## config.mk

```make
export PLATFORM = sky130hd
export DESIGN_NAME = bin_erosion_3x3_flat
export DESIGN_NICKNAME = d
export VERILOG_FILES = /design/src/rtl/bin_erosion_3x3_pkg.sv /design/src/rtl/bin_erosion_3x3_if.sv /design/src/rtl/bin_erosion_3x3_pos_ctr.sv /design/src/rtl/bin_erosion_3x3.sv /design/src/flat_wrapper.sv
export SDC_FILE = /design/constraint.sdc
export NUM_CORES = 1
export LEC_CHECK = 0
export ABC_AREA = 1
export CORE_MARGIN = 2
export CORE_UTILIZATION = 35
export DETAILED_ROUTE_END_ITERATION = 10
export SLEW_MARGIN = 5
export SYNTH_ARGS = -nofsm -noshare
export SYNTH_HDL_FRONTEND = slang
export SYNTH_SLANG_ARGS = --single-unit
```

## constraint.sdc

```tcl
create_clock -name sys_clk -period 3.2 [get_ports sys_clk]
set_input_delay 0.8 -clock sys_clk [delete_from_list [all_inputs] [get_ports sys_clk]]
set_output_delay 0.8 -clock sys_clk [all_outputs]
set_load 0.02 [all_outputs]
```

## src/rtl/bin_erosion_3x3_pkg.sv

```systemverilog
// Shared constants and helpers for the 3x3 binary morphology stage.
package bin_morph_pkg;

  localparam logic MORPH_ERODE  = 1'b0;
  localparam logic MORPH_DILATE = 1'b1;
  localparam int   MORPH_LAT    = 2;

  // Position counter width, never below 2 bits so "< 2" compares stay meaningful.
  function automatic int cnt_w(input int n);
    return (n <= 4) ? 2 : $clog2(n);
  endfunction

  // Line-length counter must hold IMG_HDISP+1 to tell over-long lines apart.
  function automatic int len_w(input int n);
    return $clog2(n + 2);
  endfunction

  function automatic int fg_w(input int h, input int v);
    return $clog2(h * v + 1);
  endfunction

  function automatic logic combine3(input logic mode, input logic a, input logic b,
                                    input logic c);
    return (mode == MORPH_DILATE) ? (a | b | c) : (a & b & c);
  endfunction

endpackage

```

## src/rtl/bin_erosion_3x3_if.sv

```systemverilog
// Window-in / pixel-out stream bundle between the window generator and this stage.
// Stream protocol: a pixel transfers on every cycle with clken=1 and href=1; there
// is no back-pressure, the consumer must accept each strobed pixel.
interface bin_erosion_3x3_if;
  logic matrix_frame_vsync;
  logic matrix_frame_href;
  logic matrix_frame_clken;
  logic matrix_p11, matrix_p12, matrix_p13;
  logic matrix_p21, matrix_p22, matrix_p23;
  logic matrix_p31, matrix_p32, matrix_p33;
  logic post_frame_vsync;
  logic post_frame_href;
  logic post_frame_clken;
  logic post_img_Bit;

  modport master (
    output matrix_frame_vsync, matrix_frame_href, matrix_frame_clken,
    output matrix_p11, matrix_p12, matrix_p13,
    output matrix_p21, matrix_p22, matrix_p23,
    output matrix_p31, matrix_p32, matrix_p33,
    input  post_frame_vsync, post_frame_href, post_frame_clken, post_img_Bit
  );

  modport slave (
    input  matrix_frame_vsync, matrix_frame_href, matrix_frame_clken,
    input  matrix_p11, matrix_p12, matrix_p13,
    input  matrix_p21, matrix_p22, matrix_p23,
    input  matrix_p31, matrix_p32, matrix_p33,
    output post_frame_vsync, post_frame_href, post_frame_clken, post_img_Bit
  );
endinterface

```

## src/rtl/bin_erosion_3x3_pos_ctr.sv

```systemverilog
// Input-side column/row position tracking: border mask, vsync edge and sticky line_err.
module morph_pos_ctr
  import bin_morph_pkg::*;
#(
  parameter int IMG_HDISP = 640,
  parameter int IMG_VDISP = 480
) (
  input  logic sys_clk,
  input  logic sys_rst_n,
  input  logic vsync_i,
  input  logic href_i,
  input  logic clken_i,
  output logic mask_o,
  output logic vsync_rise_o,
  output logic line_err_o
);

  localparam int CW = cnt_w(IMG_HDISP);
  localparam int RW = cnt_w(IMG_VDISP);
  localparam int LW = len_w(IMG_HDISP);
  localparam logic [CW-1:0] COL_MAX = CW'(IMG_HDISP - 1);
  localparam logic [RW-1:0] ROW_MAX = RW'(IMG_VDISP - 1);
  localparam logic [LW-1:0] LEN_MAX = LW'(IMG_HDISP + 1);
  localparam logic [LW-1:0] LEN_OK  = LW'(IMG_HDISP);

  logic [CW-1:0] col_q, col_d;
  logic [RW-1:0] row_q, row_d;
  logic [LW-1:0] len_q, len_d;
  logic          href_q, vsync_q, err_q, err_d;
  logic          href_fall;

  assign href_fall    = href_q & ~href_i;
  assign vsync_rise_o = vsync_i & ~vsync_q;
  assign mask_o       = (col_q < CW'(2)) || (row_q < RW'(2));
  assign line_err_o   = err_q;

  always_comb begin
    col_d = col_q;
    len_d = len_q;
    row_d = row_q;
    err_d = err_q;
    if (href_fall) begin
      col_d = '0;
      len_d = '0;
    end else if (href_i && clken_i) begin
      if (col_q != COL_MAX) col_d = col_q + CW'(1);
      if (len_q != LEN_MAX) len_d = len_q + LW'(1);
    end
    if (vsync_rise_o) row_d = '0;
    else if (href_fall && (row_q != ROW_MAX)) row_d = row_q + RW'(1);
    // Clear takes priority over a same-cycle set.
    if (vsync_rise_o) err_d = 1'b0;
    else if (href_fall && (len_q != LEN_OK)) err_d = 1'b1;
  end

  always_ff @(posedge sys_clk or negedge sys_rst_n) begin
    if (!sys_rst_n) begin
      col_q   <= '0;
      row_q   <= '0;
      len_q   <= '0;
      href_q  <= 1'b0;
      vsync_q <= 1'b0;
      err_q   <= 1'b0;
    end else begin
      col_q   <= col_d;
      row_q   <= row_d;
      len_q   <= len_d;
      href_q  <= href_i;
      vsync_q <= vsync_i;
      err_q   <= err_d;
    end
  end

endmodule

```

## src/rtl/bin_erosion_3x3.sv

```systemverilog
// 3x3 binary erosion/dilation with border masking and 2-cycle aligned syncs.
// Optional foreground pixel counter enabled by defining ERODE_PIXCNT_EN.
module bin_erosion_3x3
  import bin_morph_pkg::*;
#(
  parameter int   IMG_HDISP  = 640,
  parameter int   IMG_VDISP  = 480,
  parameter logic BORDER_VAL = 1'b0
) (
  input  logic sys_clk,
  input  logic sys_rst_n,
  bin_erosion_3x3_if.slave bus,
  input  logic morph_sel,
  output logic line_err
`ifdef ERODE_PIXCNT_EN
  ,
  output logic [fg_w(IMG_HDISP, IMG_VDISP)-1:0] fg_count,
  output logic fg_count_vld
`endif
);

  logic mask, vsync_rise, pix_en, href;

  morph_pos_ctr #(.IMG_HDISP(IMG_HDISP), .IMG_VDISP(IMG_VDISP)) u_pos (
    .sys_clk      (sys_clk),
    .sys_rst_n    (sys_rst_n),
    .vsync_i      (bus.matrix_frame_vsync),
    .href_i       (bus.matrix_frame_href),
    .clken_i      (bus.matrix_frame_clken),
    .mask_o       (mask),
    .vsync_rise_o (vsync_rise),
    .line_err_o   (line_err)
  );

  assign href   = bus.matrix_frame_href;
  assign pix_en = href & bus.matrix_frame_clken;

  logic                 mode_q, mode_d, mode1_q, mode1_d;
  logic [2:0]           rowp_q, rowp_d;
  logic                 mask1_q, mask1_d, v1_q, v1_d, bit_q, bit_d;
  logic [MORPH_LAT-1:0] vs_sr_q, vs_sr_d, hr_sr_q, hr_sr_d, ck_sr_q, ck_sr_d;

  always_comb begin
    mode_d  = vsync_rise ? morph_sel : mode_q;
    rowp_d  = rowp_q;
    mask1_d = mask1_q;
    mode1_d = mode1_q;
    v1_d    = pix_en;
    if (pix_en) begin
      rowp_d  = {combine3(mode_q, bus.matrix_p31, bus.matrix_p32, bus.matrix_p33),
                 combine3(mode_q, bus.matrix_p21, bus.matrix_p22, bus.matrix_p23),
                 combine3(mode_q, bus.matrix_p11, bus.matrix_p12, bus.matrix_p13)};
      mask1_d = mask;
      mode1_d = mode_q;
    end else if (!href) begin
      rowp_d  = '0;
      mask1_d = 1'b0;
      mode1_d = 1'b0;
    end
    // Stage 2 looks at the stage-1-aligned href so the last pixel of a line survives.
    bit_d = bit_q;
    if (v1_q) bit_d = mask1_q ? BORDER_VAL : combine3(mode1_q, rowp_q[0], rowp_q[1], rowp_q[2]);
    else if (!hr_sr_q[0]) bit_d = 1'b0;
    vs_sr_d = {vs_sr_q[MORPH_LAT-2:0], bus.matrix_frame_vsync};
    hr_sr_d = {hr_sr_q[MORPH_LAT-2:0], href};
    ck_sr_d = {ck_sr_q[MORPH_LAT-2:0], bus.matrix_frame_clken};
  end

  always_ff @(posedge sys_clk or negedge sys_rst_n) begin
    if (!sys_rst_n) begin
      mode_q  <= MORPH_ERODE;
      mode1_q <= 1'b0;
      rowp_q  <= '0;
      mask1_q <= 1'b0;
      v1_q    <= 1'b0;
      bit_q   <= 1'b0;
      vs_sr_q <= '0;
      hr_sr_q <= '0;
      ck_sr_q <= '0;
    end else begin
      mode_q  <= mode_d;
      mode1_q <= mode1_d;
      rowp_q  <= rowp_d;
      mask1_q <= mask1_d;
      v1_q    <= v1_d;
      bit_q   <= bit_d;
      vs_sr_q <= vs_sr_d;
      hr_sr_q <= hr_sr_d;
      ck_sr_q <= ck_sr_d;
    end
  end

  assign bus.post_frame_vsync = vs_sr_q[MORPH_LAT-1];
  assign bus.post_frame_href  = hr_sr_q[MORPH_LAT-1];
  assign bus.post_frame_clken = ck_sr_q[MORPH_LAT-1];
  assign bus.post_img_Bit     = bit_q;

`ifdef ERODE_PIXCNT_EN
  localparam int FW = fg_w(IMG_HDISP, IMG_VDISP);

  logic [FW-1:0] cnt_q, cnt_d, fgc_q, fgc_d;
  logic          pv_q, vld_q, vld_d, post_rise, fg_hit;

  assign post_rise = vs_sr_q[MORPH_LAT-1] & ~pv_q;
  assign fg_hit    = ck_sr_q[MORPH_LAT-1] & bit_q;

  always_comb begin
    cnt_d = cnt_q;
    fgc_d = fgc_q;
    vld_d = 1'b0;
    if (post_rise) begin
      fgc_d = cnt_q;
      cnt_d = FW'(fg_hit);
      vld_d = 1'b1;
    end else if (fg_hit) begin
      cnt_d = cnt_q + FW'(1);
    end
  end

  always_ff @(posedge sys_clk or negedge sys_rst_n) begin
    if (!sys_rst_n) begin
      cnt_q <= '0;
      fgc_q <= '0;
      pv_q  <= 1'b0;
      vld_q <= 1'b0;
    end else begin
      cnt_q <= cnt_d;
      fgc_q <= fgc_d;
      pv_q  <= vs_sr_q[MORPH_LAT-1];
      vld_q <= vld_d;
    end
  end

  assign fg_count     = fgc_q;
  assign fg_count_vld = vld_q;
`endif

endmodule
```

## src/flat_wrapper.sv

```systemverilog
// flat-port wrapper written by rule: the top's interface ports become plain ports
module bin_erosion_3x3_flat import bin_morph_pkg::*;
#(
  parameter int   IMG_HDISP  = 640,
  parameter int   IMG_VDISP  = 480,
  parameter logic BORDER_VAL = 1'b0
)
  (sys_clk, sys_rst_n, morph_sel, line_err, bus_matrix_frame_vsync, bus_matrix_frame_href, bus_matrix_frame_clken, bus_matrix_p11, bus_matrix_p12, bus_matrix_p13, bus_matrix_p21, bus_matrix_p22, bus_matrix_p23, bus_matrix_p31, bus_matrix_p32, bus_matrix_p33, bus_post_frame_vsync, bus_post_frame_href, bus_post_frame_clken, bus_post_img_Bit);
  bin_erosion_3x3_if bus_i ();
  input  logic sys_clk;
  input  logic sys_rst_n;
  input  logic morph_sel;
  output logic line_err;
  input wire logic [$bits(bus_i.matrix_frame_vsync)-1:0] bus_matrix_frame_vsync;
  input wire logic [$bits(bus_i.matrix_frame_href)-1:0] bus_matrix_frame_href;
  input wire logic [$bits(bus_i.matrix_frame_clken)-1:0] bus_matrix_frame_clken;
  input wire logic [$bits(bus_i.matrix_p11)-1:0] bus_matrix_p11;
  input wire logic [$bits(bus_i.matrix_p12)-1:0] bus_matrix_p12;
  input wire logic [$bits(bus_i.matrix_p13)-1:0] bus_matrix_p13;
  input wire logic [$bits(bus_i.matrix_p21)-1:0] bus_matrix_p21;
  input wire logic [$bits(bus_i.matrix_p22)-1:0] bus_matrix_p22;
  input wire logic [$bits(bus_i.matrix_p23)-1:0] bus_matrix_p23;
  input wire logic [$bits(bus_i.matrix_p31)-1:0] bus_matrix_p31;
  input wire logic [$bits(bus_i.matrix_p32)-1:0] bus_matrix_p32;
  input wire logic [$bits(bus_i.matrix_p33)-1:0] bus_matrix_p33;
  output wire logic [$bits(bus_i.post_frame_vsync)-1:0] bus_post_frame_vsync;
  output wire logic [$bits(bus_i.post_frame_href)-1:0] bus_post_frame_href;
  output wire logic [$bits(bus_i.post_frame_clken)-1:0] bus_post_frame_clken;
  output wire logic [$bits(bus_i.post_img_Bit)-1:0] bus_post_img_Bit;
  assign bus_i.matrix_frame_vsync = bus_matrix_frame_vsync;
  assign bus_i.matrix_frame_href = bus_matrix_frame_href;
  assign bus_i.matrix_frame_clken = bus_matrix_frame_clken;
  assign bus_i.matrix_p11 = bus_matrix_p11;
  assign bus_i.matrix_p12 = bus_matrix_p12;
  assign bus_i.matrix_p13 = bus_matrix_p13;
  assign bus_i.matrix_p21 = bus_matrix_p21;
  assign bus_i.matrix_p22 = bus_matrix_p22;
  assign bus_i.matrix_p23 = bus_matrix_p23;
  assign bus_i.matrix_p31 = bus_matrix_p31;
  assign bus_i.matrix_p32 = bus_matrix_p32;
  assign bus_i.matrix_p33 = bus_matrix_p33;
  assign bus_post_frame_vsync = bus_i.post_frame_vsync;
  assign bus_post_frame_href = bus_i.post_frame_href;
  assign bus_post_frame_clken = bus_i.post_frame_clken;
  assign bus_post_img_Bit = bus_i.post_img_Bit;
  bin_erosion_3x3 #(.IMG_HDISP(IMG_HDISP), .IMG_VDISP(IMG_VDISP), .BORDER_VAL(BORDER_VAL)) u_core (.sys_clk(sys_clk), .sys_rst_n(sys_rst_n), .bus(bus_i), .morph_sel(morph_sel), .line_err(line_err));
endmodule
```

# Word-level counts from Yosys, hierarchy flattened
# Index checks and enable logic that the tools add are counted.
# W data, S select, Z words.
dict set report totals {
  reg_bits 46
  in_bits 15
  output_inout_bits 5
  wordCells 80
}
dict set report classes {
  addsub 3
  order_cmp 2
  n_eq_ne 6
  muxes 22
  bitwise_logic 21
  reduce_logical 11
}
# op count
set op_table {}
lappend op_table {{$mux W10} 6}
lappend op_table {{$ne A10 B10 Y1 const B} 3}
lappend op_table {{$add A10 B1 Y10 const B} 2}
lappend op_table {{$mux W9} 2}
lappend op_table {{$mux W1} 12}
lappend op_table {{$and A1 B1 Y1} 11}
lappend op_table {{$lt A10 B2 Y1 const B} 1}
lappend op_table {{$reduce_bool A2 Y1} 5}
lappend op_table {{$add A9 B1 Y9 const B} 1}
lappend op_table {{$lt A9 B2 Y1 const B} 1}
lappend op_table {{$ne A9 B9 Y1 const B} 1}
lappend op_table {{$or A1 B1 Y1} 8}
lappend op_table {{$mux W3} 2}
lappend op_table {{$ne A2 B1 Y1 const B} 2}
lappend op_table {{$reduce_and A2 Y1} 2}
lappend op_table {{$logic_and A1 B1 Y1} 3}
lappend op_table {{$not A1 Y1} 2}
lappend op_table {{$logic_or A1 B1 Y1} 1}

# Logic depth before layout (Yosys ltp)
# Gate-level depths: netlist (run 1).
dict set report logic_depth {
  depth_word 5
  ltp_mapped 9
  ltp_nobuf 9
}

# Cells and area by module
# Synthesis (run 1) repeated with hierarchy kept, for this count alone.
dict set report unflattened {
  hier_cells 358
  area_unflattened_um2 2597.5
}
# module instances cells_each area_per_inst_um2 seq_area_each_um2
set by_module_without_submodules {}
lappend by_module_without_submodules {morph_pos_ctr 1 298 2040.7 800.8}
lappend by_module_without_submodules {bin_erosion_3x3 1 60 556.8 350.3}

# Least setup slack after synthesis (run 1)
# OpenSTA, ideal clock, no wires.
dict set report synth_timing {
  path_kind {input port to flip-flop}
  startpoint {in bus_matrix_frame_href}
  endpoint {reg u_core.u_pos.len_q[2]}
  arrival_ps 1495
  required_ps 3074
  setup_slack_ps 1579
  stages 8
  n_path_buf 1
  cell_sequence {inv_2 nand2_2 inv_4 nor2_2 nand3_2 nand2_4 buf_6 o21ai_0}
}
dict set report synth_between {
  elab_chain_len 4
  word_cells_on_any_way 7
  classes_between {mux: 1; bitwise: 2; reduce/logical: 4}
}
# item line_no
set synth_rtl {}
lappend synth_rtl {{from (decl)} flat_wrapper.sv:15} ;# input wire logic [$bits(bus_i.matrix_frame_href)-1:0] bus_matrix_frame_href;
lappend synth_rtl {{$not A1 Y1} bin_erosion_3x3_pos_ctr.sv:32} ;# assign href_fall = href_q & ~href_i;
lappend synth_rtl {{$and A1 B1 Y1} bin_erosion_3x3_pos_ctr.sv:32}
lappend synth_rtl {{$reduce_bool A2 Y1 (no source line)} -}
lappend synth_rtl {{$reduce_and A2 Y1 (no source line)} -}
lappend synth_rtl {{to (signal assigned)} bin_erosion_3x3_pos_ctr.sv:67} ;# len_q <= len_d;
lappend synth_rtl {{to (decl)} bin_erosion_3x3_pos_ctr.sv:28} ;# logic [LW-1:0] len_q, len_d;
# Parallel ways exist; a longest one is shown, timed or not.
# A chain may end at the register's enable or synchronous reset.

# Worst setup path after layout (run 1)
dict set report layout_timing {
  startpoint {reg u_core.u_pos.err_q (netlist: u_core.u_pos.line_err_o)}
  endpoint {out line_err}
}
# item line_no
set layout_rtl {}
lappend layout_rtl {{from (decl)} bin_erosion_3x3_pos_ctr.sv:29} ;# logic href_q, vsync_q, err_q, err_d;
lappend layout_rtl {{from (signal assigned)} bin_erosion_3x3_pos_ctr.sv:70} ;# err_q <= err_d;
lappend layout_rtl {{to (decl)} flat_wrapper.sv:13} ;# output logic line_err;
# No word-level cell between the ends.

==> metrics, run 1 <==
layout cells sized above 1 0.1246; most common cell in the netlist nand2_1; number of hold buffers added after CTS 0; maximum vdd ir drop 247.9 uV; Vias 2065; met2 Usage GRT 0.2392; CP top delay family buffers and inverters; synthesized area per cell 7.618 sq um; TNS Setup 0 ns; vias in the first global route 2061; CTS tree yes; Async SR Flop Fraction 1.000; CTS resizes 0; Rows 30; clock tree buffer depth 2; post-synth top area share 0.4420; worst hold path endpoint u_core.ck_sr_q[1]$_DFF_PN0_; initial core utilization 0.3647; crit-path max FO 2; CTS buffer count 5; Slew HR 0.3492; Post-Route Utilization 0.4244; r2r endpoint u_core.u_pos.col_q[8]$_DFFE_PN0P_; FF+latch area 1101 sq um; Worst EP required 2.40 ns; Die Height 88.37 um; final net count 372; grt met3 use 0.02985; Final Max Tran Viols 0; Reg clk slew, reported paths 0.09 ns; Horiz. Die Dim 88.37 um; Clock Latency Late Sink 0.30 ns; drt first pass iters 4; I/O pin total 20; RSZ-0062 raised after global routing false; Crit path buffers/inverters 1; CP Class reg2out; footprint of the multi-input gates 1214 sq um; EDFF count, synth 0; worst reg2reg path startpoint u_core.u_pos.col_q[0]$_DFFE_PN0P_; htree depth 2; worst-path cell chain clkdlybuf4s50_1; Startpoint Class flop; post-synthesis sequential area ratio 0.4420; worst hold path startpoint u_core.ck_sr_q[0]$_DFF_PN0_; Die ar. 7808 sq um; Clock Sinks 44; root buffer cell clkbuf_8; post-synth top area cell dfrtp_1; yosys warns 0; gpl congestion 0.8361; core area 6832 sq um; Critical Path Slowest Stage Cell clkdlybuf4s50_1; syn_nets 347; post-synth cell types 28; Fill cells 727; hold path cells 0; Post-Route WL 4936 um; Worst-Margin Slew 0.9762 ns; status complete, no violations; synth top area cells dfrtp_1 (44%), nand2_1 (14%), nor2_1 (5.3%); pin count of the biggest net entering global routing 45; Final ANT Viol Nets 0; Max stage delay on crit path 0.61 ns; initial antenna violation count 0; grt ovf 0; Final period util 0.6501; wire length per cell 10.99 um; fmax 480.7 MHz; Fin. Hold Viols 0; reg2reg setup slack 1.67 ns; busiest grt layer met2; Setup violations, final 0; via/cell ratio 4.599; P_leak 1.392 nW; DRC viols 0; Post-CTS Setup Inserts 0; Seq cells post-synth 44; buffers added on ports 19; endpoint class of the critical path output port; Synth top cells by count nand2_1 (96), dfrtp_1 (44), nor2_1 (35); worst hold slack 0.3610 ns; R2R cell count 10; Pwr per Cell Area 471.6 nW/um^2; post-DP HPWL 3615 um; clk_skew 0.01016 ns; first-pass GRT wire length 8963 um; max cap viols 0; Inserted Diodes 0; Post-synth top flop dfrtp_1; met1 Use GR 0.1894; Cell Area, Synth 2491 sq um; Crit path arrival time 1.28 ns; Iter 0 DRT Violations 50; total track usage 0.1420; hold crit path type reg2reg; Area growth syn-to-layout 16.37%; synthesized netlist cell count 327; minimum clock period 2.080 ns
area by class of cell:
class,count,share of cell area
clock buffers,5,0.02374
clock inverters,3,0.01597
inverters,39,0.05136
multi-input cells,241,0.4186
flip-flops and latches,44,0.3798
well taps,96,0.04143
repair buffers,21,0.06905
where the power goes:
group	switching, mW	total, mW	internal (mW)
Clock	0.200	0.436	0.235
Combinational	0.150	0.257	0.108
Sequential	0.0634	0.675	0.611
cells in the final DEF, fill, tap and decap left out, drive strengths merged:
cell type	instances
a21o	1
a21oi	4
buf	3
bufinv	1
clkbuf	5
clkdlybuf4s50	18
clkinvlp	1
dfrtp	44
ha	5
inv	40
mux2i	1
nand2	105
nand3	29
nand3b	2
nand4	4
nor2	43
nor3	7
nor3b	2
o21ai	27
o21bai	2
or2	1
xor2	8
cell families after synthesis:
logic type / after synthesis / share of synthesized area
compound gates: 34 / 0.07886
xor+xnor: 8 / 0.02813
fa+ha+maj: 5 / 0.02511
buf+inv: 42 / 0.07082
flops: 44 / 0.4420
mux: 1 / 0.004018
simple gates: 193 / 0.3511
stage by stage:
step	power, mW	std cells	setup WS, ns	area (sq um)
floorplan	0.8558	327	1.579	2491
global placement	0.9432	441	0.8552	2784
detailed placement	0.9474	441	0.8018	2784
CTS	1.386	449	1.107	2899
global route	1.457	449	0.9860	2899
finish	1.367	449	1.120	2899
worst max-delay path by stage:
| stage | startpoint | to | slack (ns) | depth (start not counted) |
|---|---|---|---|---|
| after floorplan | bus_matrix_frame_href | u_core.u_pos.len_q[2]$_DFFE_PN0P_ | 1.58 | 8 |
| after global routing | bus_matrix_frame_href | u_core.u_pos.len_q[6]$_DFFE_PN0P_ | 0.99 | 10 |
| after CTS | u_core.u_pos.line_err_o$_DFFE_PN0P_ | line_err | 1.11 | 1 |
| after global placement | bus_matrix_frame_href | u_core.u_pos.col_q[8]$_DFFE_PN0P_ | 0.86 | 10 |
| final | u_core.u_pos.line_err_o$_DFFE_PN0P_ | line_err | 1.12 | 1 |
| after detailed placement | bus_matrix_frame_href | u_core.u_pos.len_q[4]$_DFFE_PN0P_ | 0.80 | 10 |
state kept, by name, summed over array words and instances (netlist names):
name                     flops
u_core.bus.post_img_Bit      1
u_core.u_pos.len_q          10
u_core.u_pos.line_err_o      1
u_core.vs_sr_q               2
u_core.ck_sr_q               2
u_core.mode_q                1
u_core.u_pos.row_q           9
u_core.rowp_q                3
u_core.mask1_q               1
u_core.u_pos.col_q          10
u_core.mode1_q               1
u_core.v1_q                  1
u_core.hr_sr_q               2
per-layer routing:
layer  routed length, um  vias up
li1                    -     1085
met1                2477      963
met2                2323       15
met3                 118        2
met4                  17        0
met5                   0        -
Note: power is estimated with default switching activity, not from simulation.
==> run 2: changes to the inputs <==
==> constraint.sdc (replaced) <==
create_clock -name sys_clk -period 1.83 [get_ports sys_clk]
set_input_delay 0.4575 -clock sys_clk [delete_from_list [all_inputs] [get_ports sys_clk]]
set_output_delay 0.4575 -clock sys_clk [all_outputs]
set_load 0.02 [all_outputs]
==> run 2 against run 1 <==
Non-clock buffer count increased by 12. Hold slack lost 0.27 ns. Critical path depth did not move. Highest routed layer unchanged. Largest power group unchanged. Count of clock-buffer cells in the layout rose by 1. Critical path type unchanged. Clock skew grew 0.00062 ns. Global-route usage down 0.23 points. Final area increased by 3.8%. Largest cell class unchanged. Sequential share of layout area fell by 1.4 points. Critical endpoint is now bus_post_img_Bit. Final cell count rose by 2.7%.
==> metrics, run 2 (synthesized netlist as in run 1, its figures left out) <==
status complete, no violations; worst-path cell chain clkdlybuf4s50_1; CP Class reg2out; first-pass GRT wire length 8728 um (-2.6%); sequential power share 0.481 (-0.012); root buffer cell clkbuf_8; Clock Latency Late Sink 0.30 ns (about the same); clk_skew 0.01079 ns (+0.0006228 ns); initial antenna violation count 0 (unchanged); Iter 0 DRT Violations 93 (+86%); CTS resizes 0 (unchanged); Die Height 88.37 um (unchanged); Clock Power Share 0.326 (+0.007); maximum vdd ir drop 363.2 uV (+47%); CP top delay family buffers and inverters; P_leak 1.462 nW (+5.0%); Final Total Pwr 2.446 mW (+79%); Crit path arrival time 1.28 ns (about the same); fmax 574.6 MHz; final net count 384 (+3.2%); most frequent cells in the layout nand2_1 (96), dfrtp_1 (44), nor2_1 (35), inv_1 (31), nand3_1 (26); pin count of the biggest net entering global routing 27 (-40%); layout cells sized above 1 0.1534 (+0.02878); DRC viols 0 (unchanged); Post-Route WL 4997 um (+1.2%); vias in the first global route 1973 (-4.3%); Reg clk slew, reported paths 0.09 ns (about the same); total track usage 0.1397 (-0.002305); initial core utilization 0.3647 (unchanged); Horiz. Die Dim 88.37 um (unchanged); Worst-Margin Slew 0.4442 ns (-0.5320 ns); RSZ-0062 raised after global routing false; endpoint class of the critical path output port; Worst EP required 1.37 ns (-1.03 ns); reported net switching power 0.7248 mW (+75%); Worst path depth 1 (unchanged); P_int 1.721 mW (+80%); Switching Share 0.2964 (-0.005950); I/O pin total 20 (unchanged); via/cell ratio 4.492 (-2.3%); clock tree buffer depth 2 (unchanged); Final Max Tran Viols 0 (unchanged); Slew HR 0.7038 (+0.3547); final setup margin 0.08970 ns (-1.030 ns); minimum clock period 1.740 ns; crit-path max FO 2 (unchanged); drt first pass iters 4 (unchanged); crit path to bus_post_img_Bit; hold crit path type in2async; htree depth 2 (unchanged); Startpoint Class flop; r2r endpoint u_core.u_pos.col_q[5]$_DFFE_PN0P_; Final period util 0.9510; R2R cell count 9 (-1); most common cell after layout, fill and taps aside nand2_1; Pwr per Cell Area 813.1 nW/um^2 (+72%); Post-CTS Setup Inserts 0 (unchanged); Final ANT Viol Nets 0 (unchanged); Setup violations, final 0 (unchanged); crit path launch u_core.bus.post_img_Bit$_DFFE_PN0P_; Critical Path Slowest Stage Cell clkdlybuf4s50_1; Max stage delay on crit path 0.61 ns (about the same); core area 6832 sq um (unchanged); CTS tree yes; CTS buffer count 5 (unchanged); Vias 2071 (+0.29%); number of hold buffers added after CTS 0 (unchanged); gpl congestion 0.8521 (+1.9%); grt ovf 0 (unchanged); Inserted Diodes 0 (unchanged); Rows 30 (unchanged); Crit path buffers/inverters 1 (unchanged); buffers added on ports 19 (unchanged); reg2reg setup slack 0.21 ns (-1.46 ns); worst reg2reg path startpoint u_core.u_pos.col_q[1]$_DFFE_PN0P_; Largest regs u_core.u_pos.col_q (10), u_core.u_pos.len_q (10), u_core.u_pos.row_q (9); Area growth syn-to-layout 20.74%; wire length per cell 10.84 um (-1.4%); Fin. Hold Viols 0 (unchanged); post-DP HPWL 3736 um (+3.4%); Clock Sinks 44 (unchanged); Post-Place Setup Slack -0.06801 ns (-0.8698 ns); Combinational Power Share 0.193 (+0.005); max cap viols 0 (unchanged); Die ar. 7808 sq um (unchanged)
## run 2: cell count changes in the layout (fill, tap and decap cells not counted), sizes merged
cell and delta:
inv -1, clkinvlp -1, clkbuf +1, clkinv +1, buf +12
## run 2: worst min-delay path by stage
stage,end,depth (start not counted),start,slack [ns]
floorplan,u_core.bus.post_img_Bit$_DFFE_PN0P_,0,sys_rst_n,0.16
global placement,u_core.ck_sr_q[1]$_DFF_PN0_,0,u_core.ck_sr_q[0]$_DFF_PN0_,0.33
detailed placement,u_core.ck_sr_q[1]$_DFF_PN0_,0,u_core.ck_sr_q[0]$_DFF_PN0_,0.34
CTS,u_core.u_pos.len_q[6]$_DFFE_PN0P_,1,sys_rst_n,0.1
global route,u_core.u_pos.len_q[6]$_DFFE_PN0P_,1,sys_rst_n,0.11
finish,u_core.u_pos.len_q[6]$_DFFE_PN0P_,1,sys_rst_n,0.09
## run 2: metrics by stage
step	instances	hold WS (ns)	instance area, sq um	TNS [ns]	utilization
2_1_floorplan	327	0.1619	2491	0	-
3_3_place_gp	453	0.3344	2887	-0.1408	0.4225
3_5_place_dp	453	0.3373	2887	-0.5518	0.4225
4_1_cts	461	0.09721	3008	0	0.4403
5_1_grt	461	0.1138	3008	0	0.4403
6_report	461	0.08990	3008	0	0.4403
## run 2: metal layers
metal	GRT usage	part of all wire	up-vias
met5	0	0	-
met4	0.02893	0.0084	0
met3	0.03172	0.031	5
met2	0.2283	0.45	21
met1	0.1908	0.51	935
li1	-	-	1110
## run 2: layout make-up
cell class	instances	area, sq um
sequential	44	1101
timing repair buffer	33	302.8
clock buffer	6	82.58
clock inverter	2	38.79
fill	700	3824
tap	96	120.1
multi-input combinational	241	1214
inverter	39	148.9
## run 2: power by group through the flow
stage          clock network, mW  logic, mW  registers (mW)
2_1_floorplan                  0      0.318            1.18
3_3_place_gp                   0      0.471            1.19
3_5_place_dp                   0      0.476            1.19
4_1_cts                    0.830      0.481            1.18
5_1_grt                    0.874      0.543            1.19
6_report                   0.797      0.473            1.18
